[config.mk]
export PLATFORM = sky130hd
export DESIGN_NAME = i2c_pin_filter
export DESIGN_NICKNAME = d
export VERILOG_FILES = /design/src/rtl/i2c_pin_filter.sv
export SDC_FILE = /design/constraint.sdc
export NUM_CORES = 1
export LEC_CHECK = 0
export BUFFER_PORTS_ARGS = -buffer_cell sky130_fd_sc_hd__buf_4
export CORE_ASPECT_RATIO = 0.5
export CORE_MARGIN = 2
export CORE_UTILIZATION = 48
export CTS_BUF_LIST = sky130_fd_sc_hd__clkbuf_4 sky130_fd_sc_hd__clkbuf_8
export CTS_CLUSTER_DIAMETER = 40
export DETAILED_ROUTE_END_ITERATION = 16
export PLACE_DENSITY = 0.67
export SLEW_MARGIN = 10
export SYNTH_ARGS = -nofsm -noshare
export SYNTH_HDL_FRONTEND = slang
export SYNTH_SLANG_ARGS = --single-unit
[constraint.sdc]
create_clock -name clk -period 8.25 [get_ports clk]
set_clock_uncertainty 0.15 [all_clocks]
set_input_delay 0.825 -clock clk [delete_from_list [all_inputs] [get_ports clk]]
set_output_delay 0.825 -clock clk [all_outputs]
set_load 0.05 [all_outputs]
[src/rtl/i2c_pin_filter.sv]
// i2c_pin_filter: pad-side conditioning for the SCL/SDA lines of an I2C master.
// Converts master o/t pairs into open-drain pad enables, synchronises and
// glitch-filters the pad inputs, detects START/STOP, tracks bus-busy and flags
// lines held low for too long.
// Optional arbitration-loss detection is built only when the macro
// I2C_PIN_FILTER_ARB_EN is defined; otherwise arb_lost is tied low.
module i2c_pin_filter #(
   parameter int SYNC_STAGES = 2,
   parameter int FILTER_LEN  = 4,
   parameter int TIMEOUT_W   = 20
) (
   input  logic                 clk,
   input  logic                 rst,
   input  logic                 i2c_scl_o,
   input  logic                 i2c_scl_t,
   input  logic                 i2c_sda_o,
   input  logic                 i2c_sda_t,
   output logic                 i2c_scl_i,
   output logic                 i2c_sda_i,
   input  logic                 scl_pad_i,
   input  logic                 sda_pad_i,
   output logic                 scl_pad_o,
   output logic                 scl_pad_t,
   output logic                 sda_pad_o,
   output logic                 sda_pad_t,
   input  logic [TIMEOUT_W-1:0] timeout_cycles,
   output logic                 start_det,
   output logic                 stop_det,
   output logic                 bus_busy,
   output logic                 scl_stuck,
   output logic                 sda_stuck,
   output logic                 arb_lost
);

   localparam int CNT_W = (FILTER_LEN > 1) ? $clog2(FILTER_LEN) : 1;
   localparam logic [CNT_W-1:0] FILT_LAST = CNT_W'(FILTER_LEN - 1);

   logic [SYNC_STAGES-1:0] sclSync_q, sdaSync_q;
   logic                   sclSyncOut, sdaSyncOut;
   logic                   sclFilt_q, sclFilt_d, sdaFilt_q, sdaFilt_d;
   logic [CNT_W-1:0]       sclCnt_q, sclCnt_d, sdaCnt_q, sdaCnt_d;
   logic                   sclPrev_q, sdaPrev_q;
   logic                   startCond, stopCond;
   logic                   startDet_q, stopDet_q;
   logic                   busy_q, busy_d;
   logic [TIMEOUT_W-1:0]   sclLow_q, sclLow_d, sdaLow_q, sdaLow_d;
   logic                   sclStuck_q, sclStuck_d, sdaStuck_q, sdaStuck_d;

   // Open-drain: the pad is only driven (to 0) when the master actively drives low.
   assign scl_pad_o = 1'b0;
   assign sda_pad_o = 1'b0;
   assign scl_pad_t = i2c_scl_t | i2c_scl_o;
   assign sda_pad_t = i2c_sda_t | i2c_sda_o;

   assign sclSyncOut = sclSync_q[SYNC_STAGES-1];
   assign sdaSyncOut = sdaSync_q[SYNC_STAGES-1];

   // Multi-flop synchronisers bring the asynchronous pads into the clock domain, idling high.
   always_ff @(posedge clk or posedge rst) begin
      if (rst) begin
         sclSync_q <= '1;
         sdaSync_q <= '1;
      end else begin
         sclSync_q <= {sclSync_q[SYNC_STAGES-2:0], scl_pad_i};
         sdaSync_q <= {sdaSync_q[SYNC_STAGES-2:0], sda_pad_i};
      end
   end

   // A new level is accepted only after it has persisted for FILTER_LEN consecutive cycles.
   always_comb begin
      sclFilt_d = sclFilt_q;
      sclCnt_d  = sclCnt_q;
      sdaFilt_d = sdaFilt_q;
      sdaCnt_d  = sdaCnt_q;
      if (sclSyncOut == sclFilt_q) begin
         sclCnt_d = '0;
      end else if (sclCnt_q == FILT_LAST) begin
         sclFilt_d = sclSyncOut;
         sclCnt_d  = '0;
      end else begin
         sclCnt_d = sclCnt_q + 1'b1;
      end
      if (sdaSyncOut == sdaFilt_q) begin
         sdaCnt_d = '0;
      end else if (sdaCnt_q == FILT_LAST) begin
         sdaFilt_d = sdaSyncOut;
         sdaCnt_d  = '0;
      end else begin
         sdaCnt_d = sdaCnt_q + 1'b1;
      end
   end

   // Filter state registers; filtered lines idle high like the bus itself.
   always_ff @(posedge clk or posedge rst) begin
      if (rst) begin
         sclFilt_q <= 1'b1;
         sdaFilt_q <= 1'b1;
         sclCnt_q  <= '0;
         sdaCnt_q  <= '0;
      end else begin
         sclFilt_q <= sclFilt_d;
         sdaFilt_q <= sdaFilt_d;
         sclCnt_q  <= sclCnt_d;
         sdaCnt_q  <= sdaCnt_d;
      end
   end

   // START/STOP need SCL high on both samples so simultaneous SCL/SDA moves are ignored.
   always_comb begin
      startCond = sclPrev_q & sclFilt_q & sdaPrev_q & ~sdaFilt_q;
      stopCond  = sclPrev_q & sclFilt_q & ~sdaPrev_q & sdaFilt_q;
   end

   // Low-run counters saturate; stuck flags compare the next count so they track the filtered line.
   always_comb begin
      sclLow_d   = sclFilt_q ? '0 : ((&sclLow_q) ? sclLow_q : sclLow_q + 1'b1);
      sdaLow_d   = sdaFilt_q ? '0 : ((&sdaLow_q) ? sdaLow_q : sdaLow_q + 1'b1);
      sclStuck_d = (timeout_cycles != '0) && (sclLow_d >= timeout_cycles);
      sdaStuck_d = (timeout_cycles != '0) && (sdaLow_d >= timeout_cycles);
   end

   // A stuck SCL means the transfer is dead, so it overrides START/STOP tracking.
   always_comb begin
      busy_d = busy_q;
      if (sclStuck_d & ~sclStuck_q) begin
         busy_d = 1'b0;
      end else if (startCond) begin
         busy_d = 1'b1;
      end else if (stopCond) begin
         busy_d = 1'b0;
      end
   end

   // Condition pulses, bus-busy and stuck monitoring registers.
   always_ff @(posedge clk or posedge rst) begin
      if (rst) begin
         sclPrev_q  <= 1'b1;
         sdaPrev_q  <= 1'b1;
         startDet_q <= 1'b0;
         stopDet_q  <= 1'b0;
         busy_q     <= 1'b0;
         sclLow_q   <= '0;
         sdaLow_q   <= '0;
         sclStuck_q <= 1'b0;
         sdaStuck_q <= 1'b0;
      end else begin
         sclPrev_q  <= sclFilt_q;
         sdaPrev_q  <= sdaFilt_q;
         startDet_q <= startCond;
         stopDet_q  <= stopCond;
         busy_q     <= busy_d;
         sclLow_q   <= sclLow_d;
         sdaLow_q   <= sdaLow_d;
         sclStuck_q <= sclStuck_d;
         sdaStuck_q <= sdaStuck_d;
      end
   end

`ifdef I2C_PIN_FILTER_ARB_EN
   logic arbLost_q;

   // Arbitration is lost when we released SDA but the bus shows it low on a rising SCL.
   always_ff @(posedge clk or posedge rst) begin
      if (rst) begin
         arbLost_q <= 1'b0;
      end else begin
         arbLost_q <= ~sclPrev_q & sclFilt_q & busy_q & (i2c_sda_t | i2c_sda_o) & ~sdaFilt_q;
      end
   end

   assign arb_lost = arbLost_q;
`else
   assign arb_lost = 1'b0;
`endif

   assign i2c_scl_i = sclFilt_q;
   assign i2c_sda_i = sdaFilt_q;
   assign start_det = startDet_q;
   assign stop_det  = stopDet_q;
   assign bus_busy  = busy_q;
   assign scl_stuck = sclStuck_q;
   assign sda_stuck = sdaStuck_q;

endmodule

* Word-level counts from Yosys, hierarchy flattened *
Cells that the tools add are included.

word-level totals
  register bits after elaboration = 57
  bits of input ports = 28
  output and inout bits = 12
  word-level logic and storage cells = 57

cells by class
  $add $sub $neg = 4
  $lt $le $gt $ge = 2
  eq/ne operators = 4
  muxes and demuxes = 11
  bitwise operators = 13
  reduce and logical (&&, ||, !) cells = 8

operator list
  kind                                                             number
  20-bit two-way mux                                               4
  20-bit by 1-bit adder with 20-bit output, second input constant  2
  20-bit greater-or-equal comparator                               2
  20-bit AND reduction                                             2
  20-bit nonzero test                                              1
  2-bit two-way mux                                                4
  1-bit AND                                                        6
  1-bit inverter                                                   5
  2-bit by 1-bit adder with 2-bit output, second input constant    2
  2-bit equality test, second input constant                       2
  2-bit AND reduction                                              2
  1-bit two-way mux                                                3
  3-bit nonzero test                                               1
  1-bit equality test                                              2
  1-bit logical AND                                                2
  1-bit OR                                                         2

* Logic depth before layout (Yosys ltp) *
Gate-level depths: netlist (run 1).

  depth after elaboration = 7
  gate-level depth with buffers = 13
  depth with buffers taken out = 12

* Worst setup path after synthesis (run 1) *
No wires, ideal clock.

  kind = reg-to-reg
  start point = register sclLow_q[0]
  end point = register busy_q, in the netlist bus_busy
  setup time = 94 ps
  data arrival time = 2732 ps
  required time = 8006 ps
  path slack = 5274 ps
  stages on the path, launching flop included = 13
  path buffers = 0
  clock period less this slack = 2976 ps
  path through = dfrtp_1 > ha_1 > nand4_4 > nor3_4 > nand2_1 > nor3b_1 > a211oi_1 > ha_1 > nand4_1 > inv_1 > a221oi_1 > nor3_1 > a211oi_1

on the way
  longest elaborated chain between the ends = 7
  elaborated cells on any way between the ends = 9
  classes of those cells = add/sub (1); order compare (1); mux (3); bitwise (1); reduce/logical (3)

ends and longest elaborated chain
  what                                                                                     RTL line  source
  from (decl)                                                                              46        logic [TIMEOUT_W-1:0] sclLow_q, sclLow_d, sdaLow_q, sdaLow_d;
  from (signal assigned)                                                                   152       sclLow_q <= sclLow_d;
  20-bit by 1-bit adder with 20-bit output / 20-bit AND reduction (equally long branches)  116       sclLow_d = sclFilt_q ? '0 : ((&sclLow_q) ? sclLow_q : sclLow_q + 1'b1);
  20-bit two-way mux * (2 in a row)                                                        116
  net sclLow_d[17]                                                                         46
  20-bit greater-or-equal comparator *                                                     118       sclStuck_d = (timeout_cycles != '0) && (sclLow_d >= timeout_cycles);
  1-bit logical AND *                                                                      118
  1-bit AND *                                                                              125       if (sclStuck_d & ~sclStuck_q) begin
  3-bit nonzero test (no line) / 1-bit two-way mux (equally long branches)                 -
  to (signal assigned)                                                                     151       busy_q <= busy_d;
  to (decl)                                                                                45        logic busy_q, busy_d;

The timed path passes the listed nets; every way through them passes the cells marked *.
A chain may end at the register's enable or synchronous reset.

* Worst setup path in the final report (run 1) *
Ends and elaborated chain as after synthesis.

==> summary.txt, run 1 <==
DRT iter0 DRCs -> 189
post-CTS setup buffers -> 0
number of port buffers -> 36
CP Data Arrival Time -> 3.47 ns
total core area -> 7487 µm²
CTS Buffer Depth -> 2
pin count of the biggest net entering global routing -> 58
PD cells -> 195.7 nW/µm²
Final Max Slew Viols -> 0
final wirelength -> 8435 µm
Die H -> 66.79 µm
status -> completed
Synth Register Bits -> 57
post-synth design cell area -> 3785 µm²
Worst Max-Slew Pin Slew -> 0.7669 ns
Crit. End Element -> flip-flop
initial antenna violation count -> 0
Die ar. -> 8655 µm²
setup TNS -> 0 ns
Slew Limit Headroom -> 48.40%
endpoints failing setup -> 0
ant diodes -> 0
grt ovf -> 0
I/O Pins -> 40
Avg Cell Area, Syn -> 9.606 µm²
Post-CTS Hold Fix Bufs -> 0
gr usage total -> 21.86%
Peak VDD IR -> 109.6 µV
synth-to-layout area growth -> 14.05%
H-tree depth -> 3
Hold Path Class -> reg -> reg
met3 Usage GRT -> 5.301%
total clock sinks -> 57
P_leak -> 0.002062 µW
Setup crit start kind -> flip-flop
WL/cell -> 15.45 µm
die width -> 129.6 µm
Cell Rows -> 22
post-CTS sizing -> 0
Num CTS Buffers -> 9
Max Cap Viol -> 0
RSZ-0062 raised after global routing -> false
Antenna Nets Post-Route -> 0
fin crit period -> 3.359 ns
clock latency on the worst-skew pair -> 0.34 ns
TritonRoute pass-1 iters -> 4
post-synthesis sequential area ratio -> 37.95%
vias in the first global route -> 2999
most used routing layer -> met2
ratio of cells with drive above 1 in the final layout -> 18.95%
synth warn -> 0
Fillers -> 667
DR DRC count -> 0
Required @ worst endpoint -> 8.36 ns
clk slew on worst S/H paths -> 0.07 ns
post-route clock period utilization -> 40.72%
GP Congestion -> 0.8622
CTS tree -> built
Layout Nets -> 505
dpl hpwl -> 6503 µm
final hold vios -> 0
Initial Utilization -> 50.55%
global-route wire length before repair -> 14450 µm
met1 GRT Util -> 29.18%
Unique masters post-synth -> 53
Util after Layout -> 57.65%
Mapped Cells -> 394
f_max -> 0.2977 GHz
Root Buffer -> clkbuf_8
GR Util met2 -> 35.34%
via count -> 3036
CP Max Fanout -> 7
kind of critical path -> reg -> reg
routed vias/inst -> 5.560
==> worst paths after layout <==
| path | cells after the start | start | endpoint | slack [ns] |
|---|---|---|---|---|
| setup / recovery | 12 | sclLow_q[0] | bus_busy | 4.89 |
| hold / removal | 0 | sclSync_q[0] | sclSync_q[1] | 0.21 |
| setup reg to reg | 12 | sclLow_q[0] | bus_busy | 4.89 |
| hold reg to reg | 0 | sclSync_q[0] | sclSync_q[1] | 0.21 |
| max in group asynchronous | 3 | rst | sdaLow_q[2] | 6.93 |
| min in group asynchronous | 3 | rst | sclLow_q[12] | 0.53 |
==> metrics by stage <==
stage	power (µW)	setup slack [ns]	area, µm²	instances	hold slack (ns)
4_1_cts	855.4	4.894	4317	546	0.2092
3_3_place_gp	604.9	5.049	4144	530	0.1963
3_5_place_dp	619.1	4.916	4144	530	0.1996
5_1_grt	907.5	4.604	4317	546	0.2131
2_1_floorplan	549.2	5.274	3792	396	0.1952
6_report	844.9	4.891	4317	546	0.2090
==> cell type report <==
class                           instances  area (µm²)  area share, %
Timing Repair Buffer                   37       277.8          6.435
Clock buffer                           12       152.6          3.536
Clock inverter                          4       20.02         0.4638
Multi-Input combinational cell        300        2190          50.72
Sequential cell                        57        1436          33.28
Tap cell                              108       135.1          3.130
Inverter                               28       105.1          2.435
==> layer usage <==
metal / routed length [µm] / part of all wire [%] / vias to the layer above
li1: - / - / 1503
met1: 4050 / 48 / 1454
met2: 3835 / 45 / 64
met3: 435 / 5.2 / 15
met4: 113 / 1.3 / 0
met5: 0 / 0 / -
==> cells in the mapped netlist, drive strengths merged <==
cell type	n	area (µm²)
nor2	34	127.6
o2bb2ai	1	8.760
mux2i	1	10.01
and3	2	12.51
nand2	25	98.84
a31oi	4	25.02
a211oi	13	97.59
a41o	2	20.02
xor2	8	70.07
a41oi	1	8.760
dfstp	8	210.2
inv	28	105.1
nor4	10	83.83
ha	44	550.5
nand2b	4	25.02
nand3	21	105.1
clkbuf	6	23.77
nor3	14	102.6
a2111oi	2	36.29
a21oi	33	168.9
a311oi	1	8.760
or2	3	18.77
nor2b	7	43.79
nand4	15	138.9
a221oi	1	8.760
mux2	2	22.52
a31o	1	8.760
a21o	3	22.52
dfrtp	49	1226
conb	1	3.750
o31a	1	8.760
o21ai	10	50.05
xnor2	20	175.2
or3	2	17.52
buf	5	37.53
and4	3	26.28
nand4b	1	8.760
o2111ai	2	17.52
o21bai	3	22.52
nor3b	3	27.52
==> power breakdown <==
part	internal (µW)	switching, µW
combinational	91.0	123
clock	122	111
sequential	327	70.9
==> critical path, stage by stage, from the launching register on <==
cell and delay (ns):
dfrtp_1 0.40, ha_1 0.30, nand4_4 0.17, nor3_4 0.42, nand2_1 0.19, nor3b_1 0.19, a211oi_1 0.29, ha_1 0.31
nand4_1 0.15, inv_1 0.06, a221oi_1 0.34, nor3_1 0.08, a211oi_1 0.21
==> flip-flops by register name, indices dropped and copies added (netlist names), 2 cells and up <==
register   cells
sclCnt_q       2
sclLow_q      20
sclSync_q      2
sdaCnt_q       2
sdaLow_q      20
sdaSync_q      2
==> cell usage in the layout, fill, tap and decap left out, types with 7 or more instances in the layout <==
| cell | Yosys | layout |
|---|---|---|
| nand4_1 | 12 | 12 |
| ha_1 | 44 | 44 |
| clkbuf_8 | 0 | 10 |
| nor4_1 | 8 | 8 |
| nand3_1 | 21 | 21 |
| o21ai_0 | 10 | 10 |
| dfrtp_1 | 49 | 49 |
| inv_1 | 28 | 27 |
| nand2_1 | 23 | 23 |
| nor3_1 | 10 | 10 |
| a211oi_1 | 13 | 13 |
| xnor2_1 | 20 | 20 |
| nor2_1 | 34 | 34 |
| buf_4 | 3 | 37 |
| dfstp_2 | 8 | 8 |
| xor2_1 | 8 | 8 |
| nor2b_1 | 7 | 7 |
| a21oi_1 | 32 | 32 |
==> logic make-up (layout without fill, tap and decap cells) <==
logic type               Yosys count  in the layout  share of synthesized area, %
buffers and inverters             39             81                         4.396
multiplexers                       3              3                        0.8595
XOR/XNOR                          28             28                         6.479
AO/OA/AOI/OAI                     78             78                         13.55
other                              1              3                       0.09908
AND/OR/NAND/NOR                  144            144                         22.12
adder cells (fa/ha/maj)           44             44                         14.55
flip-flops                        57             57                         37.95
Note: power is estimated with default switching activity, not from simulation.
==> run 2: changes to the inputs <==
==> constraint.sdc (replaced) <==
create_clock -name clk -period 3.1 [get_ports clk]
set_clock_uncertainty 0.15 [all_clocks]
set_input_delay 0.31 -clock clk [delete_from_list [all_inputs] [get_ports clk]]
set_output_delay 0.31 -clock clk [all_outputs]
set_load 0.05 [all_outputs]
==> summary.txt, run 2 (same netlist as run 1, synthesis figures left out) <==
final worst slack -> 0.06622 ns
f_max -> 0.3296 GHz
sw frac -> 34.20%
vias in the first global route -> 3039
Combinational Power Share -> 26.3%
Slew Limit Headroom -> 38.44%
global-route wire length before repair -> 14550 µm
ant diodes -> 0
synth-to-layout area growth -> 23.21%
R2R setup slack -> 0.07 ns
post-route clock period utilization -> 97.86%
NetSw -> 862.2 µW
pin count of the biggest net entering global routing -> 55
DRT iter0 DRCs -> 178
CP Max Fanout -> 5
Worst R2R Path Depth -> 11
Crit. End Element -> flip-flop
fin crit period -> 3.034 ns
Final Max Slew Viols -> 0
WHS -> -0.01380 ns
CTS Buffer Depth -> 2
H-tree depth -> 3
Peak VDD IR -> 555.8 µV
Setup crit start kind -> flip-flop
P_leak -> 0.002207 µW
cell area after layout -> 4663 µm²
Hold Path Class -> in -> async
Num CTS Buffers -> 9
gr usage total -> 22.24%
Initial Utilization -> 50.55%
multi-input logic area -> 2280 µm²
Antenna Nets Post-Route -> 0
number of port buffers -> 36
FF/Latch Area -> 1445 µm²
endpoints failing setup -> 0
violated checks -> hold timing
final wirelength -> 9107 µm
kind of critical path -> reg -> reg
commonest non-fill, non-tap cell in the layout -> buf_4
proportion of power drawn by the clock network -> 31.8%
dpl hpwl -> 6655 µm
clk slew on worst S/H paths -> 0.07 ns
internal power -> 1659 µW
worst path cell trace -> ha_2 > nand3_2 > or3_4 > o2111ai_2 > xnor2_1 > nor2b_2 > ha_1 > a21oi_1 > o21ai_0 > a2111oi_1 > a211oi_1
ratio of cells with drive above 1 in the final layout -> 27.33%
worst path bufs/invs -> 0
worst stage delay on the critical path -> 0.42 ns
TritonRoute pass-1 iters -> 4
Die ar. -> 8655 µm²
Max Cap Viol -> 0
Required @ worst endpoint -> 3.15 ns
via count -> 3203
Cell Rows -> 22
Cell Count, Final, Fillers Out -> 569
Root Buffer -> clkbuf_8
final hold vios -> 10
reg2reg start -> sdaLow_q[0]
Fillers -> 631
total clock sinks -> 57
status -> finished with violations
Placed Instances -> 542
Layout Nets -> 528
grt ovf -> 0
Die H -> 66.79 µm
CP Data Arrival Time -> 3.09 ns
CTS tree -> built
share of total power in sequential cells -> 41.9%
critical path's slowest cell -> dfrtp_1
routed vias/inst -> 5.629
worst slack at placement -> -0.1225 ns
Largest regs -> sclLow_q: 20 flops, sdaLow_q: 20 flops
Crit path max-delay family -> compound AO/OA/AOI/OAI gates
total core area -> 7487 µm²
WL/cell -> 16.01 µm
PD cells -> 540.6 nW/µm²
most frequent cells in the layout -> 57 x buf_4, 42 x ha_1, 42 x dfrtp_1, 33 x nor2_1, 32 x a21oi_1
Worst Max-Slew Pin Slew -> 0.9223 ns
DR DRC count -> 0
die width -> 129.6 µm
Power Total -> 2521 µW
GP Congestion -> 0.8649
I/O Pins -> 40
initial antenna violation count -> 0
clock latency on the worst-skew pair -> 0.35 ns
placed instance area -> 4247 µm²
reg2reg end -> sda_stuck
run 2: worst max path at each step:
stage	from	end	slack, ns	depth (start not counted)
6_report	sdaLow_q[0]	sda_stuck	0.07	11
3_3_place_gp	sdaLow_q[0]	sda_stuck	0.06	11
4_1_cts	sdaLow_q[0]	sda_stuck	0.02	12
3_5_place_dp	sclLow_q[0]	bus_busy	-0.12	12
2_1_floorplan	sclLow_q[0]	bus_busy	0.12	12
5_1_grt	sdaLow_q[0]	sda_stuck	-0.04	11
run 2: power by group through the flow:
stage | Sequential [µW] | Clock (µW) | Combinational [µW]
after floorplan | 1050 | 0 | 413
after global placement | 1050 | 0 | 587
after detailed placement | 1060 | 0 | 606
after CTS | 1050 | 819 | 615
after global routing | 1080 | 849 | 742
final | 1060 | 800 | 664
run 2: worst reg2reg max path: cells and delay by family (launching register included):
family                     cells  cell delay, ns
AOI/OAI and AO/OA              5            1.00
xor gates and xnor gates       1            0.14
adders and majority gates      2            0.50
DFF                            1            0.42
and+or+nand+nor                3            0.69
run 2: layout make-up:
class                           instances  area share (%)
Inverter                               28           2.281
Sequential cell                        57           30.99
Timing Repair Buffer                   60           10.03
Tap cell                              108           2.898
Clock buffer                           11           3.247
Clock inverter                          5           1.664
Multi-Input combinational cell        300           48.89
run 2: what timing repair did:
action / in CTS / in global routing
buffers inserted: 0 / 9
pin swaps: 1 / 9
endpoints found under the hold margin: 2 / 0
hold buffers: 2 / 0
resized for setup: 4 / 25
endpoints found under the setup margin: 2 / 3
run 2: metrics by stage:
step,TNS [ns],util (%)
2_1_floorplan,0,-
3_5_place_dp,-0.1225,56.72
5_1_grt,-0.06658,62.28
6_report,0,62.28
4_1_cts,0,60.24
3_3_place_gp,0,56.72
run 2: per-layer routing:
metal | global-route usage [%] | vias up | part of all wire [%]
li1 | - | 1545 | -
met1 | 29.42 | 1572 | 47
met2 | 35.99 | 70 | 47
met3 | 5.462 | 16 | 4.2
met4 | 7.392 | 0 | 1.6
met5 | 0 | - | 0
